$ cat src/rtl/mem_access_unit_if.sv
// Request, data-memory and load-result signals of mem_access_unit.
// master: the access unit; slave: requester, memory and extraction stage.
interface mem_access_unit_if;
   logic        req_valid;
   logic        req_ready;
   logic        req_is_store;
   logic [2:0]  req_funct3;
   logic [31:0] req_addr;
   logic [31:0] req_wdata;
   logic        mem_req;
   logic        mem_we;
   logic [31:0] mem_addr;
   logic [3:0]  mem_be;
   logic [31:0] mem_wdata;
   logic        mem_ack;
   logic [31:0] mem_rdata;
   logic [2:0]  ld_funct3;
   logic [31:0] ld_addr;
   logic [31:0] ld_mem_data;
   logic        done;
   logic        err;

   modport master (
      input  req_valid, req_is_store, req_funct3, req_addr, req_wdata,
      output req_ready,
      output mem_req, mem_we, mem_addr, mem_be, mem_wdata,
      input  mem_ack, mem_rdata,
      output ld_funct3, ld_addr, ld_mem_data, done, err
   );

   modport slave (
      output req_valid, req_is_store, req_funct3, req_addr, req_wdata,
      input  req_ready,
      input  mem_req, mem_we, mem_addr, mem_be, mem_wdata,
      output mem_ack, mem_rdata,
      input  ld_funct3, ld_addr, ld_mem_data, done, err
   );
endinterface

$ cat src/rtl/mem_access_unit.sv
// RV32 data-memory access stage: one load/store at a time over a req/ack bus.
// Ports: clk, rst_n (async, active low), bus (mem_access_unit_if.master).
// Big-endian lanes: offset 00 is bits [31:24], mem_be[3].
// Optional macro MISALIGN_TRAP_EN: misaligned LH/LHU/SH/LW/SW give err.
module mem_access_unit #(
   parameter int unsigned ACK_TIMEOUT = 16
) (
   input logic               clk,
   input logic               rst_n,
   mem_access_unit_if.master bus
);

   typedef enum logic [1:0] {
      IDLE,
      ACCESS,
      RESP
   } state_t;

   state_t state;
   state_t state_nx;

   logic        accept;
   logic        f3_ok;
   logic        misaligned;
   logic        legal;
   logic [3:0]  be_nx;
   logic [31:0] wdata_nx;
   logic        expire;
   logic        finish;

   logic [7:0]  cnt;
   logic        is_store_q;
   logic        err_q;
   logic        we_q;
   logic [31:0] addr_q;
   logic [3:0]  be_q;
   logic [31:0] wdata_q;
   logic [2:0]  ld_funct3_q;
   logic [31:0] ld_addr_q;
   logic [31:0] ld_data_q;

   assign accept = bus.req_valid & (state == IDLE);
   assign expire = (cnt == 8'(ACK_TIMEOUT - 1));
   // Leaving ACCESS, either by ack (which wins over expiry) or timeout.
   assign finish = (state == ACCESS) & (bus.mem_ack | expire);

   always_comb begin
      f3_ok = 1'b0;
      if (bus.req_is_store) begin
         unique case (bus.req_funct3)
            3'b000, 3'b001, 3'b010: f3_ok = 1'b1;
            default:                f3_ok = 1'b0;
         endcase
      end else begin
         unique case (bus.req_funct3)
            3'b000, 3'b001, 3'b010,
            3'b100, 3'b101:         f3_ok = 1'b1;
            default:                f3_ok = 1'b0;
         endcase
      end
   end

`ifdef MISALIGN_TRAP_EN
   always_comb begin
      misaligned = 1'b0;
      unique case (bus.req_funct3[1:0])
         2'b01:   misaligned = bus.req_addr[0];
         2'b10:   misaligned = |bus.req_addr[1:0];
         default: misaligned = 1'b0;
      endcase
   end
`else
   assign misaligned = 1'b0;
`endif

   assign legal = f3_ok & ~misaligned;

   // Store lanes; offending low bits are ignored when trapping is off.
   always_comb begin
      be_nx    = 4'b1111;
      wdata_nx = 32'h0;
      if (bus.req_is_store) begin
         unique case (bus.req_funct3[1:0])
            2'b00: begin
               be_nx    = 4'b1000 >> bus.req_addr[1:0];
               wdata_nx = {4{bus.req_wdata[7:0]}};
            end
            2'b01: begin
               be_nx    = bus.req_addr[1] ? 4'b0011 : 4'b1100;
               wdata_nx = {2{bus.req_wdata[15:0]}};
            end
            default: begin
               be_nx    = 4'b1111;
               wdata_nx = bus.req_wdata;
            end
         endcase
      end
   end

   always_ff @(posedge clk or negedge rst_n) begin
      if (!rst_n) begin
         state <= IDLE;
      end else begin
         state <= state_nx;
      end
   end

   always_comb begin
      state_nx = state;
      unique case (state)
         IDLE: begin
            if (bus.req_valid) begin
               state_nx = legal ? ACCESS : RESP;
            end
         end
         ACCESS: begin
            if (finish) begin
               state_nx = RESP;
            end
         end
         RESP:    state_nx = IDLE;
         default: state_nx = IDLE;
      endcase
   end

   always_ff @(posedge clk or negedge rst_n) begin
      if (!rst_n) begin
         cnt         <= 8'h0;
         is_store_q  <= 1'b0;
         err_q       <= 1'b0;
         we_q        <= 1'b0;
         addr_q      <= 32'h0;
         be_q        <= 4'h0;
         wdata_q     <= 32'h0;
         ld_funct3_q <= 3'h0;
         ld_addr_q   <= 32'h0;
         ld_data_q   <= 32'h0;
      end else begin
         if (accept) begin
            ld_funct3_q <= bus.req_funct3;
            ld_addr_q   <= bus.req_addr;
            is_store_q  <= bus.req_is_store;
            err_q       <= ~legal;
            cnt         <= 8'h0;
            if (legal) begin
               addr_q  <= {bus.req_addr[31:2], 2'b00};
               we_q    <= bus.req_is_store;
               be_q    <= be_nx;
               wdata_q <= wdata_nx;
            end else if (!bus.req_is_store) begin
               ld_data_q <= 32'h0;
            end
         end
         if (state == ACCESS) begin
            if (bus.mem_ack) begin
               if (!is_store_q) begin
                  ld_data_q <= bus.mem_rdata;
               end
            end else if (expire) begin
               err_q <= 1'b1;
               if (!is_store_q) begin
                  ld_data_q <= 32'h0;
               end
            end else begin
               cnt <= cnt + 8'h1;
            end
         end
         // Bus fields return to zero once the access is over.
         if (finish) begin
            we_q    <= 1'b0;
            addr_q  <= 32'h0;
            be_q    <= 4'h0;
            wdata_q <= 32'h0;
         end
      end
   end

   assign bus.req_ready   = (state == IDLE);
   assign bus.mem_req     = (state == ACCESS);
   assign bus.mem_we      = we_q;
   assign bus.mem_addr    = addr_q;
   assign bus.mem_be      = be_q;
   assign bus.mem_wdata   = wdata_q;
   assign bus.ld_funct3   = ld_funct3_q;
   assign bus.ld_addr     = ld_addr_q;
   assign bus.ld_mem_data = ld_data_q;
   assign bus.done        = (state == RESP);
   assign bus.err         = (state == RESP) & err_q;

endmodule
$ cat src/flat_wrapper.sv
// flat-port wrapper written by rule: the top's interface ports become plain ports
module mem_access_unit_flat 
#(
   parameter int unsigned ACK_TIMEOUT = 16
)
  (clk, rst_n, bus_req_valid, bus_req_is_store, bus_req_funct3, bus_req_addr, bus_req_wdata, bus_req_ready, bus_mem_req, bus_mem_we, bus_mem_addr, bus_mem_be, bus_mem_wdata, bus_mem_ack, bus_mem_rdata, bus_ld_funct3, bus_ld_addr, bus_ld_mem_data, bus_done, bus_err);
  mem_access_unit_if bus_i ();
  input logic clk;
  input logic rst_n;
  input wire logic [$bits(bus_i.req_valid)-1:0] bus_req_valid;
  input wire logic [$bits(bus_i.req_is_store)-1:0] bus_req_is_store;
  input wire logic [$bits(bus_i.req_funct3)-1:0] bus_req_funct3;
  input wire logic [$bits(bus_i.req_addr)-1:0] bus_req_addr;
  input wire logic [$bits(bus_i.req_wdata)-1:0] bus_req_wdata;
  output wire logic [$bits(bus_i.req_ready)-1:0] bus_req_ready;
  output wire logic [$bits(bus_i.mem_req)-1:0] bus_mem_req;
  output wire logic [$bits(bus_i.mem_we)-1:0] bus_mem_we;
  output wire logic [$bits(bus_i.mem_addr)-1:0] bus_mem_addr;
  output wire logic [$bits(bus_i.mem_be)-1:0] bus_mem_be;
  output wire logic [$bits(bus_i.mem_wdata)-1:0] bus_mem_wdata;
  input wire logic [$bits(bus_i.mem_ack)-1:0] bus_mem_ack;
  input wire logic [$bits(bus_i.mem_rdata)-1:0] bus_mem_rdata;
  output wire logic [$bits(bus_i.ld_funct3)-1:0] bus_ld_funct3;
  output wire logic [$bits(bus_i.ld_addr)-1:0] bus_ld_addr;
  output wire logic [$bits(bus_i.ld_mem_data)-1:0] bus_ld_mem_data;
  output wire logic [$bits(bus_i.done)-1:0] bus_done;
  output wire logic [$bits(bus_i.err)-1:0] bus_err;
  assign bus_i.req_valid = bus_req_valid;
  assign bus_i.req_is_store = bus_req_is_store;
  assign bus_i.req_funct3 = bus_req_funct3;
  assign bus_i.req_addr = bus_req_addr;
  assign bus_i.req_wdata = bus_req_wdata;
  assign bus_req_ready = bus_i.req_ready;
  assign bus_mem_req = bus_i.mem_req;
  assign bus_mem_we = bus_i.mem_we;
  assign bus_mem_addr = bus_i.mem_addr;
  assign bus_mem_be = bus_i.mem_be;
  assign bus_mem_wdata = bus_i.mem_wdata;
  assign bus_i.mem_ack = bus_mem_ack;
  assign bus_i.mem_rdata = bus_mem_rdata;
  assign bus_ld_funct3 = bus_i.ld_funct3;
  assign bus_ld_addr = bus_i.ld_addr;
  assign bus_ld_mem_data = bus_i.ld_mem_data;
  assign bus_done = bus_i.done;
  assign bus_err = bus_i.err;
  mem_access_unit #(.ACK_TIMEOUT(ACK_TIMEOUT)) u_core (.clk(clk), .rst_n(rst_n), .bus(bus_i));
endmodule
$ cat config.mk
export PLATFORM = sky130hd
export DESIGN_NAME = mem_access_unit_flat
export DESIGN_NICKNAME = d
export VERILOG_FILES = /design/src/rtl/mem_access_unit_if.sv /design/src/rtl/mem_access_unit.sv /design/src/flat_wrapper.sv
export SDC_FILE = /design/constraint.sdc
export NUM_CORES = 1
export LEC_CHECK = 0
export ABC_AREA = 1
export CORE_ASPECT_RATIO = 0.9
export CORE_UTILIZATION = 45
export DETAILED_ROUTE_END_ITERATION = 10
export PLACE_DENSITY = 0.8
export SYNTH_ARGS = -nofsm -noshare
export SYNTH_HDL_FRONTEND = slang
export SYNTH_SLANG_ARGS = --single-unit
$ cat constraint.sdc
create_clock -name clk -period 1.8 [get_ports clk]
set_input_delay 0.18 -clock clk [delete_from_list [all_inputs] [get_ports clk]]
set_output_delay 0.18 -clock clk [all_outputs]
set_load 0.01 [all_outputs]
# After elaboration in Yosys (flattened, before gate mapping)
# Index checks and enable logic that the tools add are counted.
dict set report totals {
  rom_bits 0
  memories 0
  elab_cells 77
  inputBits 104
  latchBits 0
  regBits 148
  mem_bits_rw 0
}
dict set report op_classes {
  div 0
  n_reduce_logical 9
  addsub 1
  eq_ne 10
  n_mux 40
  n_lt_le_gt_ge 0
  n_shift 1
  bitwise 5
  n_mul 0
}
# cell count
set op_table {}
lappend op_table {{32-bit two-way mux} 15}
lappend op_table {{32-bit case mux with 2 select lines} 1}
lappend op_table {{8-bit two-way mux} 4}
lappend op_table {{4-bit two-way mux} 5}
lappend op_table {{1-bit two-way mux} 10}
lappend op_table {{8-bit by 1-bit adder with 8-bit output, second input constant} 1}
lappend op_table {{8-bit by 4-bit equality test with 1-bit output, second input constant} 1}
lappend op_table {{4-bit case mux with 2 select lines} 1}
lappend op_table {{3-bit equality test, second input constant} 2}
lappend op_table {{2-bit two-way mux} 3}
lappend op_table {{5-bit OR reduction} 1}
lappend op_table {{2-bit by 1-bit equality test with 1-bit output, second input constant} 2}
lappend op_table {{2-bit zero test} 2}
lappend op_table {{2-bit case mux with 2 select lines} 1}
lappend op_table {{2-bit AND reduction} 2}
lappend op_table {{2-bit nonzero test} 2}
lappend op_table {{4-bit by 2-bit right shift with 4-bit output, first input constant} 1}
lappend op_table {{1-bit bitwise AND} 3}
lappend op_table {{3-bit by 1-bit equality test with 1-bit output, second input constant} 1}
lappend op_table {{3-bit by 2-bit equality test with 1-bit output, second input constant} 1}
lappend op_table {{3-bit zero test} 1}
lappend op_table {{3-bit OR reduction} 1}
lappend op_table {{2-bit equality test, second input constant} 1}
lappend op_table {{2-bit by 1-bit != test with 1-bit output, second input constant} 1}
lappend op_table {{3 further kinds} 3}

# Longest topological paths before layout
dict set report depth {
  word_depth 10
  ltp_mapped 10
}

# Worst setup path after synthesis
# No wires, ideal clock.
dict set report synth_timing {
  kind {flip-flop to flip-flop}
  from {register u_core.cnt[0]}
  to {register u_core.wdata_q[23] (netlist: u_core.bus.mem_wdata[23])}
  required_time_ns 1.683
  slack_ns 0.346
  path_stages_with_launch 9
  period_less_slack_ns 1.454
  t_arrival_ns 1.337
  path_cell_list {dfrtp_1 > ha_1 > nand3_1 > o21bai_2 > nand2_2 > buf_6 > buf_4 > nand3_1 > nand2_1}
}
dict set report synth_between {
  elab_chain_cells 5
  elab_cells_between_ends 7
  cone_classes {eq/ne (1); mux (1); bitwise (2); reduce/logical (3)}
}
# element line_no
set synth_lines {}
lappend synth_lines {{from (decl)} mem_access_unit.sv:31} ;# logic [7:0] cnt;
lappend synth_lines {{from (signal assigned)} mem_access_unit.sv:165} ;# cnt <= cnt + 8'h1;
lappend synth_lines {{8-bit by 4-bit equality test with 1-bit output (*)} mem_access_unit.sv:43} ;# assign expire = (cnt == 8'(ACK_TIMEOUT - 1));
lappend synth_lines {{1-bit OR (*)} mem_access_unit.sv:45} ;# assign finish = (state == ACCESS) & (bus.mem_ack | expire);
lappend synth_lines {{1-bit bitwise AND (*)} mem_access_unit.sv:45}
lappend synth_lines {{2-bit nonzero test (no source line)} -}
lappend synth_lines {{2-bit AND reduction (no source line)} -}
lappend synth_lines {{to (signal assigned)} mem_access_unit.sv:149} ;# wdata_q <= wdata_nx;
lappend synth_lines {{to (decl)} mem_access_unit.sv:37} ;# logic [31:0] wdata_q;
# Every way passes the cells marked *; elsewhere a longest branch is shown, timed or not.
# A chain may end at the register's enable or synchronous reset.

# Worst setup path after layout
dict set report layout_timing {
  from {register u_core.state[1]}
  to {output bus_mem_req}
}
dict set report layout_between {
  elab_chain_cells 1
}
# element line_no
set layout_lines {}
lappend layout_lines {{from (decl)} mem_access_unit.sv:19} ;# state_t state;
lappend layout_lines {{from (signal assigned)} mem_access_unit.sv:104} ;# state <= state_nx;
lappend layout_lines {{2-bit by 1-bit equality test with 1-bit output} mem_access_unit.sv:179} ;# assign bus.mem_req = (state == ACCESS);
lappend layout_lines {{to (decl)} flat_wrapper.sv:16} ;# output wire logic [$bits(bus_i.mem_req)-1:0] bus_mem_req;
# Every way passes these cells.

==> metrics.yaml <==
ys_ff_latch: 146
die_h_microns: 121
start_kind: "flop"
layout_common_cells: "422 x nand2_1, 236 x clkdlybuf4s50_1, 146 x dfrtp_1"
totalWireLength_microns: 20400
holdCritPathClass: "in2async"
outcome: "completed"
instances_no_fill: 1377
place_area_sq_um: 9710
htree_levels: 4
crit_path_end_kind: "output port"
fin_crit_sh: 0.919
route.detailed.drc: 0
worstSetupPathType: "reg2out"
cp_cell_sequence: "inv_1 -> nand2_1 -> inv_1 -> dlygate4sd2_1"
whs_ns: 0.212
critPathLaunch: "u_core.state[1]"
synth_area_per_cell_sq_um: 7.60
irDropWorstVdd_mv: 0.860
period_needed_ns: 1.65
antenna_cells: 0
tritoncts: "yes"
antenna_found_initial: 0
row_count: 42
design_area_sq_um: 10300
syn2layout_area_growth_pct: 46.0
critPathArrivalTime_ns: 1.47
crit_top_cell: "inv_1"
synthDistinctLibCells: 29
grt_usage: 0.264
grt.overflow.total: 0
finalMaxSlewViolations: 0
cts_sinks: 146
vias: 6764
powerDensity_nw_per_um2: 1380
synthSimpleGateAreaFrac: 0.383
wl_per_cell_microns: 14.8
leakagePower_uw: 0.00527
final_common_cell: "nand2_1"
viasPerCell: 4.91
synth_compound_area_frac: 0.0217
max_stage_delay_ns: 0.42
dpl.cell_count: 1344
path_max_fanout: 5
r2r_cells: 7
grt_max_degree: 57
netlist_instances: 927
fin_nets: 1271
required_ns: 1.62
numCtsBuffers: 17
synth-seq-area-share: 0.519
grt_pass1_vias: 6615
drt_iter0_markers: 410
root_buffer: "clkbuf_16"
antenna_left: 0
finalHoldViolCount: 0
setup_viol: 0
clkTransAtPathRegs_ns: 0.06
die_w_microns: 134
portBuffers: 241
yosysWarnings: 0
gp_congestion: 0.849
skew_ns: 0.00832
dieArea_sq_um: 16200
clock_path_buffers: 2
maxCapViolations: 0
fmax_mhz: 604
r2r_start: "u_core.cnt[0]"
cts_setup_buffers: 0
dpl.hpwl_microns: 14200
power_uw: 14200
crit-reg2reg-capture: "u_core.bus.mem_wdata[6]"
netlist_area_sq_um: 7040
slowest_stage: "dfrtp_1"
start_util: 0.470
grt_pass1_wl_microns: 33200
setup_tns_ns: 0
rsz0062_at_grt: "false"
synth_xor_area_frac: 0.00373
synth_top_family_by_area: "simple AND/OR/NAND/NOR gates"
ff2ff_setup_slack_ns: 0.18
synth_mux_area_frac: 0
io_pins: 244
drt_pass1_iterations: 5
drive_above_1_share: 0.0806
clk_latency_ns: 0.42
core-area_sq_um: 15000
synthAdderAreaFrac: 0.00178
[logic make-up after synthesis]
group | after synthesis
other | 1
AOI/OAI and AO/OA | 27
DFF | 146
xor gates and xnor gates | 3
adders and majority gates | 1
and+or+nand+nor | 649
buffers and inverters | 100
[registers in the layout, indices dropped and copies added (netlist names)]
register                cells
u_core.bus.ld_mem_data     32
u_core.is_store_q           1
u_core.bus.mem_wdata       32
u_core.bus.mem_addr        30
u_core.bus.mem_we           1
u_core.bus.mem_be           4
u_core.bus.ld_addr         32
u_core.cnt                  8
u_core.state                2
u_core.err_q                1
u_core.bus.ld_funct3        3
[layout make-up]
class / instances / area, sq um
flip-flops and latches: 146 / 3650
clock buffers: 17 / 425
well taps: 198 / 248
inverters: 49 / 184
repair buffers: 270 / 2740
clock inverters: 15 / 133
multi-input cells: 682 / 2900
fillers: 1215 / 4700
[routing by layer]
| metal | part of all wire | vias to the layer above | global-route usage |
|---|---|---|---|
| met1 | 0.42 | 3148 | 0.337 |
| met4 | 0.023 | 0 | 0.0895 |
| met5 | 0 | - | 0 |
| met3 | 0.094 | 33 | 0.0939 |
| li1 | - | 3310 | - |
| met2 | 0.46 | 273 | 0.414 |
[worst max path at each step]
| stage | depth (start not counted) | endpoint | slack [ns] |
|---|---|---|---|
| finish | 4 | bus_mem_req | 0.15 |
| CTS | 3 | bus_done | 0.02 |
| floorplan | 8 | u_core.bus.mem_wdata[23] | 0.35 |
| global placement | 8 | u_core.bus.mem_wdata[15] | 0.10 |
| global route | 8 | u_core.cnt[3] | 0.02 |
| detailed placement | 8 | u_core.bus.mem_wdata[15] | 0.06 |
[synth_stat cells]
| library cell | instances | area, sq um |
|---|---|---|
| nand2_4 | 12 | 135 |
| xor2_1 | 2 | 17.5 |
| buf_12 | 1 | 20.0 |
| a21oi_1 | 10 | 50.1 |
| clkbuf_1 | 15 | 56.3 |
| nand2_1 | 422 | 1580 |
| nand4_1 | 1 | 6.26 |
| nor2_1 | 107 | 402 |
| dfrtp_1 | 146 | 3650 |
| buf_2 | 21 | 105 |
| o21ai_0 | 14 | 70.1 |
| buf_4 | 8 | 60.1 |
| clkinv_1 | 2 | 7.51 |
| o21bai_2 | 1 | 11.3 |
| nor2_4 | 2 | 22.5 |
| nand3b_1 | 1 | 7.51 |
| inv_2 | 2 | 7.51 |
| xnor2_1 | 1 | 8.76 |
| ha_1 | 1 | 12.5 |
| nor3b_1 | 1 | 7.51 |
| nor2_2 | 3 | 18.8 |
| nand3_1 | 79 | 395 |
| nor3_1 | 8 | 40.0 |
| buf_6 | 6 | 67.6 |
| o21ai_1 | 1 | 5.00 |
| conb_1 | 1 | 3.75 |
| a21oi_4 | 1 | 16.3 |
| inv_1 | 45 | 169 |
| nand2_2 | 13 | 81.3 |
[where the power goes]
part / switching, uW / internal [uW] / leakage (uW)
registers: 717 / 4370 / 0.00179
clock network: 1440 / 1910 / 0.000278
logic: 2760 / 2980 / 0.00320
[metrics by stage]
stage	setup slack, ns	utilization
2_1_floorplan	0.346	-
6_report	0.145	0.686
4_1_cts	0.0249	0.686
3_5_place_dp	0.0645	0.648
5_1_grt	0.0238	0.686
3_3_place_gp	0.103	0.648
[critical path, delay by kind of cell, from the launching register on]
kind                   cells  cell delay, ns
buffers and inverters      3            0.57
DFF                        1            0.42
and+or+nand+nor            1            0.08
[timing repair]
| item | 4_1_cts | 5_1_grt |
|---|---|---|
| gates resized for setup | 2 | 2 |
| endpoints found under the setup margin | 2 | 2 |
| endpoints found under the hold margin | 67 | 0 |
| hold buffers | 1 | 0 |
Note: power is estimated with default switching activity, not from simulation.
